### src/rtl/mpp_beacon_scheduler.sv
// mpp_beacon_scheduler
//   Periodic burst scheduler for the MPP20Beacon generator. Holds beacon_enable high for
//   BURST cycles out of every PERIOD cycles while run is asserted, decimates BeaconData_in
//   by SAMPLE_DIV during each burst into a small first-word-fall-through FIFO, and hands
//   the words downstream over a valid/ready handshake.
// Ports
//   Clk            in   rising-edge system clock
//   Reset          in   synchronous active-high reset
//   run            in   level request for periodic operation
//   beacon_enable  out  generator enable
//   BeaconData_in  in   generator data word
//   m_data         out  FIFO head word (holds last popped word when empty)
//   m_valid        out  FIFO not empty
//   m_ready        in   consumer ready; pop on m_valid & m_ready
//   frame_cnt      out  frames started since reset (wrapping)
//   overflow       out  sticky: a capture was dropped on a full FIFO
//   busy           out  scheduler not idle
module mpp_beacon_scheduler #(
  parameter int unsigned DATA_W     = 24,
  parameter int unsigned PERIOD     = 15300,
  parameter int unsigned BURST      = 1282,
  parameter int unsigned SAMPLE_DIV = 8,
  parameter int unsigned FIFO_DEPTH = 4
) (
  input  logic              Clk,
  input  logic              Reset,
  input  logic              run,
  output logic              beacon_enable,
  input  logic [DATA_W-1:0] BeaconData_in,
  output logic [DATA_W-1:0] m_data,
  output logic              m_valid,
  input  logic              m_ready,
  output logic [15:0]       frame_cnt,
  output logic              overflow,
  output logic              busy
);

  localparam int unsigned PC_W = (PERIOD > 1) ? $clog2(PERIOD) : 1;
  localparam int unsigned SC_W = (SAMPLE_DIV > 1) ? $clog2(SAMPLE_DIV) : 1;
  localparam int unsigned AW   = (FIFO_DEPTH > 1) ? $clog2(FIFO_DEPTH) : 1;
  localparam int unsigned CW   = $clog2(FIFO_DEPTH + 1);

  typedef enum logic [1:0] {IDLE, ACTIVE, GUARD} state_t;

  state_t            state_q, state_d;
  logic [PC_W-1:0]   pc_q, pc_d;
  logic [SC_W-1:0]   sc_q, sc_d;
  logic [15:0]       frame_q, frame_d;
  logic              en_q, en_d;
  logic              busy_q, busy_d;
  logic              capture;

  logic [DATA_W-1:0] mem_q [FIFO_DEPTH];
  logic [AW-1:0]     rd_q, rd_d, wr_q, wr_d, rd_nxt;
  logic [CW-1:0]     cnt_q, cnt_d;
  logic [DATA_W-1:0] data_q, data_d;
  logic              valid_q, valid_d;
  logic              ovf_q, ovf_d;
  logic              pop, full, push_ok;

  // Frame sequencing: run is only consulted in IDLE and at the last guard cycle
  always_comb begin
    state_d = state_q;
    pc_d    = pc_q;
    sc_d    = sc_q;
    frame_d = frame_q;
    en_d    = 1'b0;
    busy_d  = 1'b1;
    capture = 1'b0;
    unique case (state_q)
      IDLE: begin
        busy_d = 1'b0;
        if (run) begin
          state_d = ACTIVE;
          pc_d    = '0;
          sc_d    = '0;
          frame_d = frame_q + 16'd1;
          en_d    = 1'b1;
          busy_d  = 1'b1;
        end
      end
      ACTIVE: begin
        pc_d    = pc_q + 1'b1;
        capture = (sc_q == SC_W'(SAMPLE_DIV - 1));
        sc_d    = capture ? '0 : sc_q + 1'b1;
        if (pc_q == PC_W'(BURST - 1)) begin
          state_d = GUARD;
        end else begin
          en_d = 1'b1;
        end
      end
      GUARD: begin
        if (pc_q == PC_W'(PERIOD - 1)) begin
          pc_d = '0;
          sc_d = '0;
          if (run) begin
            state_d = ACTIVE;
            frame_d = frame_q + 16'd1;
            en_d    = 1'b1;
          end else begin
            state_d = IDLE;
            busy_d  = 1'b0;
          end
        end else begin
          pc_d = pc_q + 1'b1;
        end
      end
      default: begin
        state_d = IDLE;
        busy_d  = 1'b0;
      end
    endcase
  end

  // FIFO control; a push into a full FIFO survives only if a pop frees a slot that cycle
  always_comb begin
    pop     = valid_q & m_ready;
    full    = (cnt_q == CW'(FIFO_DEPTH));
    push_ok = capture & (~full | pop);
    ovf_d   = ovf_q | (capture & full & ~pop);
    rd_nxt  = (rd_q == AW'(FIFO_DEPTH - 1)) ? '0 : rd_q + 1'b1;
    rd_d    = pop ? rd_nxt : rd_q;
    wr_d    = wr_q;
    if (push_ok) begin
      wr_d = (wr_q == AW'(FIFO_DEPTH - 1)) ? '0 : wr_q + 1'b1;
    end
    cnt_d   = cnt_q + CW'(push_ok) - CW'(pop);
    valid_d = (cnt_d != '0);
    // Registered head: refetch after a pop, bypass the pushed word into an empty FIFO
    data_d  = data_q;
    if (pop) begin
      if (cnt_q > CW'(1)) begin
        data_d = mem_q[rd_nxt];
      end else if (push_ok) begin
        data_d = BeaconData_in;
      end
    end else if ((cnt_q == '0) && push_ok) begin
      data_d = BeaconData_in;
    end
  end

  // State and output registers
  always_ff @(posedge Clk) begin
    if (Reset) begin
      state_q <= IDLE;
      pc_q    <= '0;
      sc_q    <= '0;
      frame_q <= '0;
      en_q    <= 1'b0;
      busy_q  <= 1'b0;
      rd_q    <= '0;
      wr_q    <= '0;
      cnt_q   <= '0;
      data_q  <= '0;
      valid_q <= 1'b0;
      ovf_q   <= 1'b0;
    end else begin
      state_q <= state_d;
      pc_q    <= pc_d;
      sc_q    <= sc_d;
      frame_q <= frame_d;
      en_q    <= en_d;
      busy_q  <= busy_d;
      rd_q    <= rd_d;
      wr_q    <= wr_d;
      cnt_q   <= cnt_d;
      data_q  <= data_d;
      valid_q <= valid_d;
      ovf_q   <= ovf_d;
    end
  end

  // Storage array needs no reset; occupancy is tracked by the pointers
  always_ff @(posedge Clk) begin
    if (push_ok && !Reset) begin
      mem_q[wr_q] <= BeaconData_in;
    end
  end

  assign beacon_enable = en_q;
  assign busy          = busy_q;
  assign frame_cnt     = frame_q;
  assign m_data        = data_q;
  assign m_valid       = valid_q;
  assign overflow      = ovf_q;

endmodule

### config.mk
export PLATFORM = sky130hd
export DESIGN_NAME = mpp_beacon_scheduler
export DESIGN_NICKNAME = d
export VERILOG_FILES = /design/src/rtl/mpp_beacon_scheduler.sv
export SDC_FILE = /design/constraint.sdc
export NUM_CORES = 1
export LEC_CHECK = 0
export BUFFER_PORTS_ARGS = -buffer_cell sky130_fd_sc_hd__buf_2
export CAP_MARGIN = 20
export CORE_AREA = 2 2 123 137
export CTS_CLUSTER_DIAMETER = 150
export DETAILED_ROUTE_END_ITERATION = 16
export DIE_AREA = 0 0 125 139
export SLEW_MARGIN = 10
export SYNTH_ARGS = -nofsm -noshare
export SYNTH_HDL_FRONTEND = slang
export SYNTH_SLANG_ARGS = --single-unit
### constraint.sdc
create_clock -name Clk -period 3.1 [get_ports Clk]
set_clock_uncertainty 0.05 [all_clocks]
set_input_delay 0.62 -clock Clk [delete_from_list [all_inputs] [get_ports Clk]]
set_output_delay 0.62 -clock Clk [all_outputs]
set_load 0.01 [all_outputs]
==> results.toml, run 1 <==
[logic_synthesis]
yosysWarnings = 0
yosys.area.top_type = "edfxtp_1"
yosysMostFrequentCell = "edfxtp_1"
synth_top_area_share = 0.4103
ys_ff_latch = 166
yosysSeqAreaShare = 0.6098
ys_top_cells_by_count = "96 x edfxtp_1, 70 x dfxtp_1, 69 x nand2_1, 51 x nor2_1, 33 x a21oi_1"
mappedNetlistArea_mm2 = 0.007025
ys.flop_type = "edfxtp_1"
synth_edf_count = 96
syn_area_per_cell_um2 = 12.24
syn_nets = 620
synthesis.instances = 574
yosysUniqueCellTypes = 46
async_flop_share = 0
yosys-top-cells-area = "edfxtp_1 41%, dfxtp_1 20%, mux4_2 7.7%, nand2_1 3.7%, a311oi_1 3.4%"

[power_and_ir_drop]
irDropWorstVdd_uv = 406.8
power.density_mw_per_mm2 = 676.6
leakage_nw = 2.925
total_power_mw = 5.620

[grt]
antenna_found_initial = 0
grt_pass1_wl_um = 24340
grt_pass1_vias = 4774
grt_max_degree = 49
gr-total-overflow = 0
grt_usage = 0.1774

[sta]
final.period_utilization = 0.8629
hold_slack_ns = 0.3771
report.final.slew_viol_count = 0
fmax_mhz = 373.8
tightest_slew_ns = 0.9454
finalSetupViolations = 0
rsz0062_at_grt = "no"
hold_viol_final = 0
maxSlewHeadroom = 0.3697
period_minus_slack_ns = 2.675
fin_tns_setup_ns = 0

[place]
postPlaceCellArea_mm2 = 0.007671
io_buffers = 71
gp_congestion = 0.8365
dpl.hpwl_um = 9730

[floorplanning]
die_h_um = 139
die_w_um = 125
std_cell_rows = 49
start_util = 0.4374
core_area_mm2 = 0.01606
die-area_mm2 = 0.01738
num_io_pins = 72

[worst_setup_path]
cpPeakStageDelay_ns = 0.65
cp_cell_sequence = "ha_1 -> nand2b_1 -> nor3_4 -> a41oi_2 -> or4_1 -> a21oi_1"
arrival_ns = 2.97
crit_required_ns = 3.39
cp_num_buf_inv = 0
critPathMaxFanout = 25
worst-setup-path-type = "reg -> reg"
cp_top_family = "simple AND/OR/NAND/NOR gates"
cp-start-kind = "flip-flop"
slowest_stage = "or4_1"
endpoint_kind = "flip-flop"

[finish]
layout-drive-gt1-share = 0.2331
fin_area_mm2 = 0.008307
utilization = 0.5171
diodes = 0
fin_nets = 698
syn_to_final_growth_pct = 18.24

[cts]
cts_hold_repair.buffers = 0
cts_resized = 0
clk_latency_ns = 0.42
cts_setup_buffers = 0
cts_buffers = 17
cts_root_buffer = "clkbuf_16"
cts_sinks = 166
htree_levels = 4
clkTransAtPathRegs_ns = 0.06
clk_path_buf_depth = 2
cts_tree = "built"

[detailed_routing]
drc = 0
vias = 4838
first_pass_iters = 4
drt_iter0_drc = 230
wl_um = 15050
viasPerCell = 5.567
postRouteAntennaNets = 0
wl_per_cell_um = 17.32

[status]
status = "complete, no violations"

[worst_hold_path]
hp-class = "in -> reg"

[flow_run]
cap_viol_max_count = 0
state kept, by name (all words and copies together), names as in the netlist:
register       count
cnt_q              3
beacon_enable      1
m_valid            1
frame_cnt         16
state_q            2
rd_q               2
sc_q               3
pc_q              14
m_data            24
busy               1
mem_q             96
wr_q               2
overflow           1
worst reg2reg max path, delay by kind of cell (launching register included):
family | cells | cell delay, ns
AO/OA/AOI/OAI | 2 | 0.74
AND/OR/NAND/NOR | 3 | 1.14
adder cells (fa/ha/maj) | 1 | 0.25
flip-flops | 1 | 0.43
cell type report:
cell class | instances | area (µm²)
fillers | 1404 | 7756
flip-flops and latches | 166 | 4284
multi-input cells | 360 | 2561
repair buffers | 89 | 503.0
clock buffers | 19 | 442.9
well taps | 204 | 255.2
clock inverters | 13 | 192.7
inverters | 18 | 67.56
power breakdown:
group / total (mW) / internal [mW] / switching, mW
logic: 0.889 / 0.374 / 0.515
registers: 2.48 / 2.42 / 0.0665
clock network: 2.25 / 1.38 / 0.864
total: 5.62 / 4.17 / 1.45
layer usage:
layer,part of all wire,up-vias,track usage
met5,0,-,0
met4,0.014,0,0.06550
met3,0.041,22,0.04475
met2,0.50,111,0.2923
met1,0.45,2382,0.2275
li1,-,2323,-
per-stage QoR:
stage               std cells  setup slack (ns)
floorplan                 574            0.8533
global placement          837            0.5727
detailed placement        837            0.4777
CTS                       869            0.4573
global route              869            0.2428
finish                    869            0.4249
cell usage in the layout, fill, tap and decap left out, drive strengths merged, types with 11 or more instances in the layout:
| master | instances |
|---|---|
| a311oi | 27 |
| o31ai | 11 |
| a21oi | 33 |
| dfxtp | 70 |
| ha | 17 |
| buf | 89 |
| mux4 | 24 |
| nand3 | 22 |
| edfxtp | 96 |
| nand2 | 69 |
| inv | 22 |
| o21ai | 17 |
| clkbuf | 19 |
| nor2 | 51 |
final timing paths:
path	startpoint	endpoint	slack (ns)	depth (start not counted)
max	pc_q[0]$_SDFFE_PP0P_	frame_cnt[14]$_SDFFE_PP0P_	0.42	6
min	BeaconData_in[13]	mem_q[1][13]$_DFFE_PP_	0.38	1
max reg2reg	pc_q[0]$_SDFFE_PP0P_	frame_cnt[14]$_SDFFE_PP0P_	0.42	6
min reg2reg	rd_q[1]$_SDFFE_PP0N_	rd_q[1]$_SDFFE_PP0N_	0.43	2
cell families after synthesis:
group / Yosys count / synth area share
buffers and inverters: 48 / 0.02832
adder cells (fa/ha/maj): 18 / 0.03313
AO/OA/AOI/OAI: 104 / 0.1004
XOR/XNOR: 2 / 0.002494
multiplexers: 30 / 0.08566
AND/OR/NAND/NOR: 206 / 0.1402
flip-flops: 166 / 0.6098
No activity file was read; power rests on OpenSTA's default activity.
==> run 2, diff against run 1 <==
- RECOVER_POWER: not set -> 25
- clock period: 3.1 -> 2.9 ns (I/O delays scaled with it)
==> results.toml, run 2 (synthesis gave the netlist of run 1 again) <==
[cts]
clk_latency_ns = 0.42
cts_root_buffer = "clkbuf_16"
cts_resized = 0
cts_tree = "built"
htree_levels = 4
clk_path_buf_depth = 2
cts_sinks = 166
clkTransAtPathRegs_ns = 0.07
cts_hold_repair.buffers = 0
cts_buffers = 17
cts_setup_buffers = 0

[sta]
fin_tns_setup_ns = 0
rsz0062_at_grt = "no"
fmax_mhz = 380.6
period_minus_slack_ns = 2.628
tightest_slew_ns = 0.8701
maxSlewHeadroom = 0.4199
finalSetupViolations = 0
hold_viol_final = 0
setup_slack_ns = 0.2724
report.final.slew_viol_count = 0
final.period_utilization = 0.9061
hold_slack_ns = 0.3412

[power_and_ir_drop]
intPower_mw = 4.212
leakage_nw = 2.838
power.density_mw_per_mm2 = 704.2
p_clk_frac = 0.379
switchingPower_mw = 1.615
switching_share = 0.2771
pwr-share-seq = 0.454
combinationalPowerShare = 0.167
irDropWorstVdd_uv = 429.9
total_power_mw = 5.827

[floorplanning]
core_area_mm2 = 0.01606
die_w_um = 125
num_io_pins = 72
die_h_um = 139
die-area_mm2 = 0.01738
start_util = 0.4374
std_cell_rows = 49

[detailed_routing]
drc = 0
wl_per_cell_um = 17.53
wl_um = 15200
viasPerCell = 5.579
vias = 4837
first_pass_iters = 6
postRouteAntennaNets = 0
drt_iter0_drc = 291

[grt]
grt_max_degree = 49
grt_usage = 0.1813
grt_pass1_vias = 4882
gr-total-overflow = 0
antenna_found_initial = 0
grt_pass1_wl_um = 25100

[place]
gp_congestion = 0.8703
io_buffers = 71
dpl.hpwl_um = 9666
post-place-ws_ns = 0.3039

[worst_setup_path]
r2r_setup_slack_ns = 0.27
slowest_stage = "a41oi_2"
endpoint_kind = "flip-flop"
worst-setup-path-type = "reg -> reg"
cpPeakStageDelay_ns = 0.51
crit_required_ns = 3.19
cp_num_buf_inv = 1
arrival_ns = 2.92
critPathMaxFanout = 23
cp_cell_sequence = "ha_1 -> nand2b_1 -> nor3_4 -> a41oi_2 -> buf_4 -> or3_1 -> a21oi_1"
cp_top_family = "simple AND/OR/NAND/NOR gates"
cp-start-kind = "flip-flop"

[status]
status = "complete, no violations"

[finish]
fill_cells = 1393
syn_to_final_growth_pct = 17.79
ff_latch_area_mm2 = 0.004284
final_common_cell = "edfxtp_1"
layout-drive-gt1-share = 0.1991
fin_nets = 696
largest_reg_flops = 96
diodes = 0
regMostFlops = "mem_q"
final_cell_mix = "96 x edfxtp_1, 70 x dfxtp_1, 69 x nand2_1"
multiInputGateArea_mm2 = 0.002561

[flow_run]
cap_viol_max_count = 0

[worst_hold_path]
hp-class = "in -> reg"
run 2: cell count changes in the layout (fill, tap and decap cells not counted), sizes merged:
| cell | change |
|---|---|
| inv | +3 |
| clkbuf | +19 |
| clkinv | +1 |
| bufinv | -3 |
| buf | -23 |
| clkinvlp | +1 |
run 2: power groups by stage:
| stage | Clock (mW) | Combinational (mW) | Sequential, mW |
|---|---|---|---|
| 2_1_floorplan | 0 | 0.633 | 2.72 |
| 3_3_place_gp | 0 | 0.961 | 2.70 |
| 3_5_place_dp | 0 | 0.987 | 2.70 |
| 4_1_cts | 2.26 | 0.991 | 2.65 |
| 5_1_grt | 2.36 | 1.08 | 2.66 |
| 6_report | 2.21 | 0.970 | 2.65 |
run 2: final timing paths:
check / from / to / depth (start not counted)
max: pc_q[0]$_SDFFE_PP0P_ / frame_cnt[3]$_SDFFE_PP0P_ / 7
min: BeaconData_in[17] / mem_q[3][17]$_DFFE_PP_ / 1
max reg2reg: pc_q[0]$_SDFFE_PP0P_ / frame_cnt[3]$_SDFFE_PP0P_ / 7
min reg2reg: rd_q[1]$_SDFFE_PP0N_ / rd_q[1]$_SDFFE_PP0N_ / 2
run 2: metal layers:
metal | vias to the layer above | wire length (µm) | GRT usage
met1 | 2374 | 6746 | 0.2394
met4 | 0 | 172 | 0.05731
li1 | 2323 | - | -
met3 | 16 | 840 | 0.04707
met5 | - | 0 | 0
met2 | 124 | 7437 | 0.2952
run 2: area by class of cell:
class / instances / area share
Sequential cell: 166 / 0.5177
Multi-Input combinational cell: 360 / 0.3095
Timing Repair Buffer: 87 / 0.06335
Clock buffer: 17 / 0.05141
Tap cell: 204 / 0.03084
Clock inverter: 15 / 0.01905
Inverter: 18 / 0.008164
run 2: per-stage QoR:
| stage | cells | utilization | cell area [µm²] |
|---|---|---|---|
| 3_3_place_gp | 835 | 0.4805 | 7719 |
| 6_report | 867 | 0.5152 | 8275 |
| 2_1_floorplan | 574 | - | 7025 |
| 4_1_cts | 867 | 0.5168 | 8302 |
| 5_1_grt | 867 | 0.5152 | 8275 |
| 3_5_place_dp | 835 | 0.4805 | 7719 |
==> run 3, diff against run 2 <==
- CORE_AREA: 2 2 123 137 -> 2 2 130 144
- DIE_AREA: 0 0 125 139 -> 0 0 132 146
==> results.toml, run 3 (synthesis gave the netlist of run 1 again) <==
[place]
gp_congestion = 0.8129
dpl.hpwl_um = 9357
io_buffers = 71

[worst_setup_path]
critPathMaxFanout = 30
worst-setup-path-type = "reg -> reg"
crit_required_ns = 3.20
cp-start-kind = "flip-flop"
endpoint_kind = "flip-flop"
arrival_ns = 2.70

[finish]
regMostFlops = "mem_q"
final_common_cell = "edfxtp_1"
layout-drive-gt1-share = 0.2009
final_cell_mix = "96 x edfxtp_1, 70 x dfxtp_1, 69 x nand2_1"
fin_nets = 695
syn_to_final_growth_pct = 18.13
fill_cells = 1609
largest_reg_flops = 96

[grt]
busiest_layer = "met2"
grt_usage = 0.1617
grtUsageMet3 = 0.03831
grt_max_degree = 49
met2_usage = 0.2680
grt_util_met1 = 0.2094
antenna_found_initial = 0
gr-total-overflow = 0
grt_pass1_wl_um = 24520
grt_pass1_vias = 4654

[cts]
cts_hold_repair.buffers = 0
clk_path_buf_depth = 2
cts_tree = "built"
cts_setup_buffers = 0
cts_resized = 0
cts_buffers = 17
clk_latency_ns = 0.42
htree_levels = 4
cts_sinks = 166
clkTransAtPathRegs_ns = 0.06
cts_root_buffer = "clkbuf_16"

[sta]
hold_slack_ns = 0.3554
finalSetupViolations = 0
fmax_mhz = 415.8
maxSlewHeadroom = 0.5988
fin_tns_setup_ns = 0
report.final.slew_viol_count = 0
period_minus_slack_ns = 2.405
hold_viol_final = 0
final.period_utilization = 0.8293
rsz0062_at_grt = "no"
tightest_slew_ns = 0.5977

[detailed_routing]
first_pass_iters = 5
wl_um = 15160
wl_per_cell_um = 16.83
drt_iter0_drc = 389
drc = 0
postRouteAntennaNets = 0
vias = 4792
viasPerCell = 5.319

[floorplanning]
die-area_mm2 = 0.01927
start_util = 0.3975
core_area_mm2 = 0.01768
die_h_um = 146
std_cell_rows = 51
die_w_um = 132
num_io_pins = 72

[power_and_ir_drop]
irDropWorstVdd_uv = 530.8
leakage_nw = 2.835
power.density_mw_per_mm2 = 706.1

[worst_hold_path]
hp-class = "in -> reg"

[status]
status = "complete, no violations"

[flow_run]
cap_viol_max_count = 0
run 3: cell types whose count changed in the layout (fill, tap and decap cells not counted), sizes merged:
cell | previous run | this run
bufinv | 1 | 2
clkbuf | 38 | 37
clkinvlp | 2 | 3
diode | 0 | 1
inv | 25 | 23
run 3: worst paths after layout:
kind                                                 start                    endpoint  slack [ns]  depth (start not counted)
worst max-delay path                  pc_q[0]$_SDFFE_PP0P_   frame_cnt[5]$_SDFFE_PP0P_        0.50                          7
worst min-delay path                      BeaconData_in[2]       mem_q[1][2]$_DFFE_PP_        0.36                          1
worst max register to register        pc_q[0]$_SDFFE_PP0P_   frame_cnt[5]$_SDFFE_PP0P_        0.50                          7
worst min register to register  frame_cnt[15]$_SDFFE_PP0P_  frame_cnt[15]$_SDFFE_PP0P_        0.43                          2
run 3: worst max-delay path: stages, from the launching register on:
cell and delay (ns):
dfxtp_1 0.42, ha_1 0.25, nand2b_1 0.12, nor3_4 0.38, a41oi_2 0.17, buf_4 0.25, or4_1 0.53, a21oi_1 0.16
run 3: stage by stage:
| stage | setup slack (ns) | power [mW] | area [µm²] | util | cells |
|---|---|---|---|---|---|
| 2_1_floorplan | 0.6933 | 3.354 | 7025 | - | 574 |
| 3_3_place_gp | 0.5596 | 3.655 | 7729 | 0.4372 | 868 |
| 3_5_place_dp | 0.5131 | 3.677 | 7729 | 0.4372 | 868 |
| 4_1_cts | 0.5142 | 5.940 | 8322 | 0.4708 | 900 |
| 5_1_grt | 0.3572 | 6.132 | 8297 | 0.4694 | 900 |
| 6_report | 0.4950 | 5.860 | 8299 | 0.4695 | 901 |
run 3: final cells by class:
cell class / instances / area (µm²) / share of cell area
flip-flops and latches: 166 / 4284 / 0.5162
multi-input cells: 360 / 2561 / 0.3086
repair buffers: 86 / 493.0 / 0.05940
clock buffers: 17 / 425.4 / 0.05126
well taps: 238 / 297.8 / 0.03588
clock inverters: 15 / 167.7 / 0.02020
inverters: 18 / 67.56 / 0.008141
diodes: 1 / 2.502 / 0.0003015
run 3: power by group:
part / switching, mW / internal [mW]
clock network: 0.963 / 1.29
registers: 0.0660 / 2.58
logic: 0.548 / 0.410
total: 1.58 / 4.28
run 3: per-layer routing:
layer  vias up  share of wire
li1       2319              -
met1      2345           0.46
met2       110           0.48
met3        18          0.048
met4         0          0.013
met5         -              0
